==> src/rtl/regfile_wb_scheduler_if.sv <==
// Port bundle for the register-file write-back scheduler: issue-stage query,
// two write-back requesters (A = ALU, B = load/FPU) and the register-file write port.
interface regfile_wb_scheduler_if #(
  parameter int DATA_W = 32,
  parameter int ADDR_W = 5,
  parameter int NREG   = 32
);
  logic              issue_valid;
  logic              issue_we;
  logic [ADDR_W-1:0] issue_rd;
  logic              issue_use_rs1;
  logic              issue_use_rs2;
  logic [ADDR_W-1:0] issue_rs1;
  logic [ADDR_W-1:0] issue_rs2;
  logic              issue_ready;

  // Handshake: a write-back transfers at a rising edge where x_valid & x_ready are
  // both high; x_ready is a combinational grant and never depends on the write port.
  logic              a_valid;
  logic [ADDR_W-1:0] a_rd;
  logic [DATA_W-1:0] a_data;
  logic              a_ready;
  logic              b_valid;
  logic [ADDR_W-1:0] b_rd;
  logic [DATA_W-1:0] b_data;
  logic              b_ready;

  logic              wf;
  logic [ADDR_W-1:0] ws;
  logic [DATA_W-1:0] wd;
  logic [NREG-1:0]   busy;
  logic              wb_err;
  logic              dbg_prio;

  modport slave (
    input  issue_valid, issue_we, issue_rd, issue_use_rs1, issue_use_rs2,
           issue_rs1, issue_rs2,
    input  a_valid, a_rd, a_data, b_valid, b_rd, b_data,
    output issue_ready, a_ready, b_ready,
    output wf, ws, wd, busy, wb_err, dbg_prio
  );

  modport master (
    output issue_valid, issue_we, issue_rd, issue_use_rs1, issue_use_rs2,
           issue_rs1, issue_rs2,
    output a_valid, a_rd, a_data, b_valid, b_rd, b_data,
    input  issue_ready, a_ready, b_ready,
    input  wf, ws, wd, busy, wb_err, dbg_prio
  );
endinterface

==> src/rtl/regfile_wb_scheduler.sv <==
// Round-robin arbiter sharing one register-file write port between two write-back
// pipes, plus a per-register busy scoreboard that stalls issue on RAW/WAW hazards.
module regfile_wb_scheduler #(
  parameter int DATA_W = 32,
  parameter int ADDR_W = 5,
  parameter int NREG   = 32
) (
  input  logic                   clk,
  input  logic                   rst_n,
  regfile_wb_scheduler_if.slave  bus
);

  typedef enum logic {
    PRIO_A = 1'b0,
    PRIO_B = 1'b1
  } prio_e;

  prio_e             prio_q, prio_d;
  logic              wf_q, wf_d;
  logic [ADDR_W-1:0] ws_q, ws_d;
  logic [DATA_W-1:0] wd_q, wd_d;
  logic [NREG-1:0]   busy_q, busy_d;
  logic              err_q, err_d;
  logic              clr_q, clr_d;

  logic              stall;
  logic              issue_fire;
  logic              a_gnt;
  logic              b_gnt;
  logic              hs;
  logic [ADDR_W-1:0] hs_rd;
  logic [DATA_W-1:0] hs_data;
  logic [NREG-1:0]   set_mask;
  logic [NREG-1:0]   clr_mask;

  always_comb begin
    stall = (bus.issue_use_rs1 & busy_q[bus.issue_rs1])
          | (bus.issue_use_rs2 & busy_q[bus.issue_rs2])
          | (bus.issue_we      & busy_q[bus.issue_rd]);
    issue_fire = bus.issue_valid & ~stall & bus.issue_we;

    // Grants are forced low while reset is asserted so nothing is accepted then.
    a_gnt = rst_n & bus.a_valid & (~bus.b_valid | (prio_q == PRIO_A));
    b_gnt = rst_n & bus.b_valid & (~bus.a_valid | (prio_q == PRIO_B));
    hs      = a_gnt | b_gnt;
    hs_rd   = a_gnt ? bus.a_rd   : bus.b_rd;
    hs_data = a_gnt ? bus.a_data : bus.b_data;

    set_mask = '0;
    if (issue_fire) set_mask[bus.issue_rd] = 1'b1;
    clr_mask = '0;
    if (wf_q && clr_q) clr_mask[ws_q] = 1'b1;
    // A set and a clear of the same bit at one edge resolve to set.
    busy_d = (busy_q & ~clr_mask) | set_mask;

    prio_d = prio_q;
    if (a_gnt)      prio_d = PRIO_B;
    else if (b_gnt) prio_d = PRIO_A;

    wf_d = hs;
    ws_d = hs ? hs_rd   : ws_q;
    wd_d = hs ? hs_data : wd_q;
    // A write-back to a register that was not busy must not clear it later.
    clr_d = hs & busy_q[hs_rd];
    err_d = err_q | (hs & ~busy_q[hs_rd]);
  end

  always_ff @(posedge clk or negedge rst_n) begin
    if (!rst_n) begin
      prio_q <= PRIO_A;
      wf_q   <= 1'b0;
      ws_q   <= '0;
      wd_q   <= '0;
      busy_q <= '0;
      err_q  <= 1'b0;
      clr_q  <= 1'b0;
    end else begin
      prio_q <= prio_d;
      wf_q   <= wf_d;
      ws_q   <= ws_d;
      wd_q   <= wd_d;
      busy_q <= busy_d;
      err_q  <= err_d;
      clr_q  <= clr_d;
    end
  end

  assign bus.issue_ready = ~stall;
  assign bus.a_ready     = a_gnt;
  assign bus.b_ready     = b_gnt;
  assign bus.wf          = wf_q;
  assign bus.ws          = ws_q;
  assign bus.wd          = wd_q;
  assign bus.busy        = busy_q;
  assign bus.wb_err      = err_q;
  assign bus.dbg_prio    = prio_q;

endmodule

==> src/flat_wrapper.sv <==
// flat-port wrapper written by rule: the top's interface ports become plain ports
module regfile_wb_scheduler_flat 
#(
  parameter int DATA_W = 32,
  parameter int ADDR_W = 5,
  parameter int NREG   = 32
)
  (clk, rst_n, bus_issue_valid, bus_issue_we, bus_issue_rd, bus_issue_use_rs1, bus_issue_use_rs2, bus_issue_rs1, bus_issue_rs2, bus_a_valid, bus_a_rd, bus_a_data, bus_b_valid, bus_b_rd, bus_b_data, bus_issue_ready, bus_a_ready, bus_b_ready, bus_wf, bus_ws, bus_wd, bus_busy, bus_wb_err, bus_dbg_prio);
  regfile_wb_scheduler_if #(.DATA_W(DATA_W), .ADDR_W(ADDR_W), .NREG(NREG)) bus_i ();
  input  logic clk;
  input  logic rst_n;
  input wire logic [$bits(bus_i.issue_valid)-1:0] bus_issue_valid;
  input wire logic [$bits(bus_i.issue_we)-1:0] bus_issue_we;
  input wire logic [$bits(bus_i.issue_rd)-1:0] bus_issue_rd;
  input wire logic [$bits(bus_i.issue_use_rs1)-1:0] bus_issue_use_rs1;
  input wire logic [$bits(bus_i.issue_use_rs2)-1:0] bus_issue_use_rs2;
  input wire logic [$bits(bus_i.issue_rs1)-1:0] bus_issue_rs1;
  input wire logic [$bits(bus_i.issue_rs2)-1:0] bus_issue_rs2;
  input wire logic [$bits(bus_i.a_valid)-1:0] bus_a_valid;
  input wire logic [$bits(bus_i.a_rd)-1:0] bus_a_rd;
  input wire logic [$bits(bus_i.a_data)-1:0] bus_a_data;
  input wire logic [$bits(bus_i.b_valid)-1:0] bus_b_valid;
  input wire logic [$bits(bus_i.b_rd)-1:0] bus_b_rd;
  input wire logic [$bits(bus_i.b_data)-1:0] bus_b_data;
  output wire logic [$bits(bus_i.issue_ready)-1:0] bus_issue_ready;
  output wire logic [$bits(bus_i.a_ready)-1:0] bus_a_ready;
  output wire logic [$bits(bus_i.b_ready)-1:0] bus_b_ready;
  output wire logic [$bits(bus_i.wf)-1:0] bus_wf;
  output wire logic [$bits(bus_i.ws)-1:0] bus_ws;
  output wire logic [$bits(bus_i.wd)-1:0] bus_wd;
  output wire logic [$bits(bus_i.busy)-1:0] bus_busy;
  output wire logic [$bits(bus_i.wb_err)-1:0] bus_wb_err;
  output wire logic [$bits(bus_i.dbg_prio)-1:0] bus_dbg_prio;
  assign bus_i.issue_valid = bus_issue_valid;
  assign bus_i.issue_we = bus_issue_we;
  assign bus_i.issue_rd = bus_issue_rd;
  assign bus_i.issue_use_rs1 = bus_issue_use_rs1;
  assign bus_i.issue_use_rs2 = bus_issue_use_rs2;
  assign bus_i.issue_rs1 = bus_issue_rs1;
  assign bus_i.issue_rs2 = bus_issue_rs2;
  assign bus_i.a_valid = bus_a_valid;
  assign bus_i.a_rd = bus_a_rd;
  assign bus_i.a_data = bus_a_data;
  assign bus_i.b_valid = bus_b_valid;
  assign bus_i.b_rd = bus_b_rd;
  assign bus_i.b_data = bus_b_data;
  assign bus_issue_ready = bus_i.issue_ready;
  assign bus_a_ready = bus_i.a_ready;
  assign bus_b_ready = bus_i.b_ready;
  assign bus_wf = bus_i.wf;
  assign bus_ws = bus_i.ws;
  assign bus_wd = bus_i.wd;
  assign bus_busy = bus_i.busy;
  assign bus_wb_err = bus_i.wb_err;
  assign bus_dbg_prio = bus_i.dbg_prio;
  regfile_wb_scheduler #(.DATA_W(DATA_W), .ADDR_W(ADDR_W), .NREG(NREG)) u_core (.clk(clk), .rst_n(rst_n), .bus(bus_i));
endmodule
==> config.mk <==
export PLATFORM = sky130hd
export DESIGN_NAME = regfile_wb_scheduler_flat
export DESIGN_NICKNAME = d
export VERILOG_FILES = /design/src/rtl/regfile_wb_scheduler_if.sv /design/src/rtl/regfile_wb_scheduler.sv /design/src/flat_wrapper.sv
export SDC_FILE = /design/constraint.sdc
export NUM_CORES = 1
export LEC_CHECK = 0
export CAP_MARGIN = 0
export CORE_UTILIZATION = 40
export DETAILED_ROUTE_END_ITERATION = 6
export PLACE_DENSITY_LB_ADDON = 0.2
export SYNTH_ARGS = -nofsm -noshare
export SYNTH_HDL_FRONTEND = slang
export SYNTH_SLANG_ARGS = --single-unit
==> constraint.sdc <==
create_clock -name clk -period 6.8 [get_ports clk]
set_input_delay 1.36 -clock clk [delete_from_list [all_inputs] [get_ports clk]]
set_output_delay 1.36 -clock clk [all_outputs]
set_load 0.02 [all_outputs]
==> metrics.md <==
| Metric | Value |
|---|---|
| CP Class | input port to output port |
| Clock sink total | between 70 and 80 |
| Setup bufs post-CTS | 0 |
| Clk root buf | clkbuf_16 |
| Reg clk slew, reported paths | 0.06 ns |
| Synth async-reset ratio | between 90% and 100% |
| MaxCap Viol Count | 0 |
| Wire length of the first global-routing pass | 24,800 µm |
| Primary FF master, synth | dfrtp_1 |
| Power consumption | 1.80 mW |
| Unrepaired setup endpoints after global routing | no |
| Die width | 110 µm |
| Fin Setup TNS | 0 ns |
| Worst Max-Slew Pin Slew | 0.874 ns |
| First-pass iteration count of the detailed router | 5 |
| Max VDD drop | 194 µV |
| Synth unique cells | 49 |
| Post-synth EDFFs | 0 |
| Post-Syn Area | 0.00465 mm² |
| CTS resizes | 0 |
| Yosys top cell area share | 39.3% |
| Multiplexer share of the synthesized area | 15.8% |
| Vias | 4,640 |
| Cell with the most instances after synthesis | nor2_1 |
| DRC viols | 0 |
| Via density | 6.22 |
| Die ar. | 0.0121 mm² |
| Largest net degree at the start of global routing | 63 |
| Outcome | completed |
| Tmin final | about 5.6 ns |
| Fillers | between 900 and 1,000 |
| XOR/XNOR Fraction of Synth Area | 0% |
| Clock buffer depth | 2 |
| Final hold violations | 0 |
| CTS buffer count | 9 |
| Gpl congestion | 0.931 |
| Power per cell area | 268 mW/mm² |
| Cells after Synth | 443 |
| Initial core utilization | slightly above 40% |
| Diodes inserted | 0 |
| Largest family of logic cells by synthesized area | compound AO/OA/AOI/OAI gates |
| FMAX | ~180 MHz |
| Period utilisation layout | 82.6% |
| Adder-Cell Fraction of Synth Area | 0% |
| Worst EP required | 5.44 ns |
| WL final | 16,400 µm |
| Die height | between 100 and 150 µm |
| HP Class | register to register |
| Leak | 2.42 nW |
| Final setup viols | 0 |
| Ports | approximately 170 |
| H-tree levels | 3 |
| Area fraction in compound gates after synthesis | 25.5% |
| Synth Warn # | 0 |
| CORE AREA | 0.0114 mm² |
| CP Max Fanout | 8 |
| I/O Buffers | around 170 |
| HPWL after DPL | 11,500 µm |
| Area Growth Syn to Fin | 44.6% |
| Max_slew headroom | 41.3% |
| Layout Utilization | slightly below 60% |
| Synth area leader | dfrtp_1 |
| Worst-Skew Late Latency | 0.34 ns |
| Post-CTS Hold Fix Bufs | 0 |
| Nets | 695 |
| Initial antenna violation count | 0 |
| Share of cells above drive strength 1 | 14.4% |
| Vias in the first global route | 4,491 |
| DR WL/cell | 22.0 µm |
| Most common library cells after synthesis | nor2_1, dfrtp_1, o21ai_0, o22ai_1 |
| Antenna-violating nets left | 0 |
| #FFs+latches synth | 73 |
| Total Routing Usage GR | around 28% |
| Initial drt markers | about 370 |
| Row count | 39 |
| Largest cells by area after synthesis | dfrtp_1, mux4_2, o41ai_2, nor2_1, o22ai_1 |
| Clk_skew | about 0.0076 ns |
| GRT overflow | 0 |
| Setup crit start kind | input port |
| CP Data Arrival Time | 4.26 ns |
| CTS tree | built |
| Simple-gate share of the synthesized area | roughly 15% |
| Seq/Total Area, Yosys | 39.3% |
| Final Max Tran Viols | 0 |
| Synth Net Count | 540 |
| Syn Area/Cell | 10.5 µm² |
| Endpoint class of the critical path | output port |
-- power by group --
group	switching, mW	internal, mW	total [mW]
logic	0.321	0.347	0.668
registers	0.145	0.514	0.659
clock network	0.183	0.295	0.477
-- layer usage --
metal / share of wire (%) / routed length (µm) / global-route usage, %
met1: 40 / 6480 / 35.8
met4: 2.7 / 447 / 11.0
met2: 47 / 7770 / 43.2
met3: 10 / 1680 / 9.07
met5: 0 / 0 / 0
-- final cells by class --
cell class	instances	area [µm²]	area share, %
multi-input cells	323	2610	38.9
flip-flops and latches	73	1830	27.2
repair buffers	177	1750	26.1
clock buffers	12	246	3.67
well taps	143	179	2.66
clock inverters	4	52.6	0.782
inverters	14	52.6	0.782
-- kinds of logic after synthesis --
| logic type | after synthesis |
|---|---|
| AOI/OAI and AO/OA | 142 |
| and+or+nand+nor | 144 |
| muxes | 37 |
| DFF | 73 |
| buffers and inverters | 47 |
-- state kept, by name (all words and copies together), names as in the netlist --
| register | flops |
|---|---|
| u_core.bus.busy | 32 |
| u_core.bus.wd | 32 |
| u_core.bus.ws | 5 |
| u_core.bus.dbg_prio | 1 |
| u_core.bus.wb_err | 1 |
| u_core.bus.wf | 1 |
| u_core.clr_q | 1 |
-- worst paths after layout --
| check | from | endpoint | slack [ns] | depth (start not counted) |
|---|---|---|---|---|
| max reg2reg | u_core.bus.busy[27] | u_core.bus.busy[1] | 3.99 | 7 |
| min in group asynchronous | rst_n | u_core.bus.busy[15] | 0.90 | 1 |
| min reg2reg | u_core.bus.wb_err | u_core.bus.wb_err | 0.49 | 1 |
| max in group asynchronous | rst_n | u_core.bus.wd[9] | 4.81 | 2 |
| max | bus_issue_rs1[1] | bus_issue_ready | 1.18 | 8 |
| min | u_core.bus.wb_err | u_core.bus.wb_err | 0.49 | 1 |
-- placed cells by master (no fill, tap or decap), drive strengths merged, types with 2 or more instances in the layout --
cell type      synthesis  layout
mux4                  29      29
clkbuf                18      12
or3b                   3       3
and2                   3       3
or4                    2       2
nand3b                 7       7
clkinv                 1       4
o22ai                 38      38
clkdlybuf4s50          0     170
nor4                   2       2
buf                   15       7
nand4                  2       2
a211oi                 8       8
nand2b                 5       5
or3                    3       3
o41ai                 32      32
and3                  12      12
a211o                  3       3
a31oi                  8       8
mux2i                  8       8
nand2                 17      17
dfrtp                 73      73
o211ai                 2       2
nand3                  9       9
o21ai                 39      39
nor2                  76      76
a21boi                 3       3
inv                   13      13
-- worst max-delay path, stage by stage --
cell	delay, ns
clkdlybuf4s50_1	0.76
mux4_2	0.56
mux4_2	0.46
nand2b_1	0.17
o2111ai_2	0.09
nand3_4	0.13
nor2_1	0.11
clkdlybuf4s50_1	0.61
-- per-stage QoR --
step | hold WS, ns | instance area [µm²] | instances | setup WS [ns]
3_3_place_gp | 0.455 | 6420 | 730 | 1.22
3_5_place_dp | 0.470 | 6420 | 730 | 1.19
4_1_cts | 0.498 | 6720 | 746 | 1.18
6_report | 0.487 | 6720 | 746 | 1.18
5_1_grt | 0.516 | 6720 | 746 | 1.02
2_1_floorplan | 0.578 | 4650 | 443 | 2.16
(Power assumes the default switching activity.)
==> variant: new RTL, config.mk and constraints unchanged <==
Take the reset off `wd_q` and load it in a clocked block of its own.
--- a/src/rtl/regfile_wb_scheduler.sv
+++ b/src/rtl/regfile_wb_scheduler.sv
@@ -72,3 +72,2 @@
       ws_q   <= '0;
-      wd_q   <= '0;
       busy_q <= '0;
@@ -80,3 +79,2 @@
       ws_q   <= ws_d;
-      wd_q   <= wd_d;
       busy_q <= busy_d;
@@ -85,2 +83,6 @@
     end
+  end
+
+  always_ff @(posedge clk) begin
+    wd_q <= wd_d;
   end
Behaviour: differs if rst_n is asserted again (counterexample within 4 cycles, from zero or initial values and one cycle with rst_n low); with rst_n held inactive, the same outputs for 4 cycles.
==> variant against the original RTL <==
Wire length down 1.3%; sequential cell count did not move; clock power shrank 1%; worst setup slack worse by 0.016 ns; power is 5.0% lower; count of clock-buffer cells in the layout decreased by 3; global-route usage decreased by 0.87 points; design area grew 0.97%; clock skew fell by 0.0035 ns; worst hold slack worse by 0.016 ns; synthesized area increased by 1.2%; largest power group is now sequential cells.
==> variant: results (changes against the original RTL) <==
Pin count of the biggest net entering global routing - 45 (-29%)
Synth top cells by count - nand2_1, dfrtp_1, o21ai_0
Fraction of registers with async set/reset - 56.16% (-44 points)
Post-CTS Setup Bufs - 0 (unchanged)
Status - complete, no violations
Nets@finish - 696 (+0.14%)
Dpl ws - 1.176 ns (-0.01290 ns)
Vias in the first global route - 4,342 (-3.3%)
Post-synthesis compound-gate area fraction - 20.29% (-5.2 points)
Vias post-DR - 4,464 (-3.8%)
Ant diodes - 0 (unchanged)
Worst vdd ir - 0.1318 mV (-32%)
Initial antenna violation count - 0 (unchanged)
Post-synth EDFFs - 32 (+32)
XOR/XNOR share of the synthesized area - 0% (unchanged)
First-pass GRT wire length - 25.06 mm (+1.0%)
Cts repair resizes - 0 (unchanged)
DRT iter0 DRCs - 428 (+15%)
Clock root buffer - clkbuf_16
Worst rel slew slack - 38.52% (-2.8 points)
RePlAce Congestion - 0.9424 (+1.2%)
Gr usage total - 26.92% (-0.87 points)
Fillers - 980 (+0.41%)
Multiplexer share of the synthesized area - 16.03% (+0.26 points)
Register-to-register setup slack - 4.02 ns (+0.03 ns)
Leakage - 0.002487 µW (+2.8%)
Post-synthesis sequential area ratio - 42.22% (+2.9 points)
Fmax - 177.5 MHz (-0.29%)
Fraction of layout cells with a size suffix above 1 - 14.57% (+0.14 points)
Clock skew - 0.004103 ns (-0.003473 ns)
Cell variety after synth - 47 (-4.1%)
H-tree Lvls - 3 (unchanged)
HPWL after DPL - 11.48 mm (about the same)
Reg2Reg Depth - 6 (-1)
Worst Hold Class - flip-flop to flip-flop
Final wirelength - 16.16 mm (-1.3%)
Net Count, Synth - 537 (-0.56%)
CTS clock-pin slew for the worst setup and hold paths - 0.06 ns (about the same)
CP top delay family - buffers and inverters
Synth area leaders - dfrtp_1, edfxtp_1, mux4_2, o41ai_2, nand2_1
Placed inst area - 6494 µm² (+1.1%)
DR pass1 iterations - 5 (unchanged)
## variant: cell types whose count changed after synthesis, moves of 2 or more
cell and delta:
dfrtp_1 -32, nand2_1 +101, and2_1 -2, nor2_1 -64, a31oi_1 -2, a211oi_1 -2, clkbuf_1 -3, and2_0 +2
edfxtp_1 +32, o22ai_1 -32
## variant: final cells by class
type / instances / area share (%)
clock buffer: 9 / 3.317
clock inverter: 7 / 1.032
inverter: 13 / 0.7188
multi-input combinational: 325 / 37.23
sequential: 73 / 29.27
tap: 143 / 2.635
timing repair buffer: 177 / 25.80
## variant: kinds of logic (layout without fill, tap and decap cells)
logic type             count (synthesis)  count (layout)
and+or+nand+nor                      180             180
AOI/OAI and AO/OA                    106             106
DFF                                   73              73
buffers and inverters                 42             206
muxes                                 39              39
## variant: path summary, 6_finish.rpt
| path | start | to |
|---|---|---|
| max in group asynchronous | rst_n | u_core.bus.ws[1]$_DFFE_PN0P_ |
| min | u_core.bus.wb_err$_DFF_PN0_ | u_core.bus.wb_err$_DFF_PN0_ |
| max reg2reg | u_core.bus.dbg_prio$_DFFE_PN0P_ | u_core.bus.wb_err$_DFF_PN0_ |
| min in group asynchronous | rst_n | u_core.bus.busy[27]$_DFF_PN0_ |
| min reg2reg | u_core.bus.wb_err$_DFF_PN0_ | u_core.bus.wb_err$_DFF_PN0_ |
| max | bus_issue_rs1[1] | bus_issue_ready |
## variant: power by group
part | switching [µW] | internal, µW | leakage, µW
Sequential | 132 | 528 | 0.000718
Clock | 189 | 284 | 0.000146
Combinational | 278 | 304 | 0.00162
Total | 599 | 1120 | 0.00249
## variant: per-stage QoR
| stage | util [%] | total power, µW | instances | hold slack (ns) |
|---|---|---|---|---|
| floorplan | - | 943.2 | 440 | 0.5779 |
| global placement | 56.87 | 1229 | 731 | 0.4618 |
| detailed placement | 56.87 | 1240 | 731 | 0.4624 |
| CTS | 59.46 | 1714 | 747 | 0.4752 |
| global route | 59.46 | 1787 | 747 | 0.4900 |
| finish | 59.46 | 1715 | 747 | 0.4705 |
## variant: worst register-to-register path: cells and delay by family (launching register included)
family	cells	cell delay, ns
AOI/OAI and AO/OA	3	1.15
DFF	1	0.42
and+or+nand+nor	3	1.10
## variant: routing by layer
layer | wire length, µm | vias to the layer above | GRT usage [%]
li1 | - | 2000 | -
met2 | 7648 | 271 | 41.20
met3 | 1490 | 35 | 6.641
met1 | 6564 | 2158 | 36.81
met4 | 458 | 0 | 10.58
met5 | 0 | - | 0
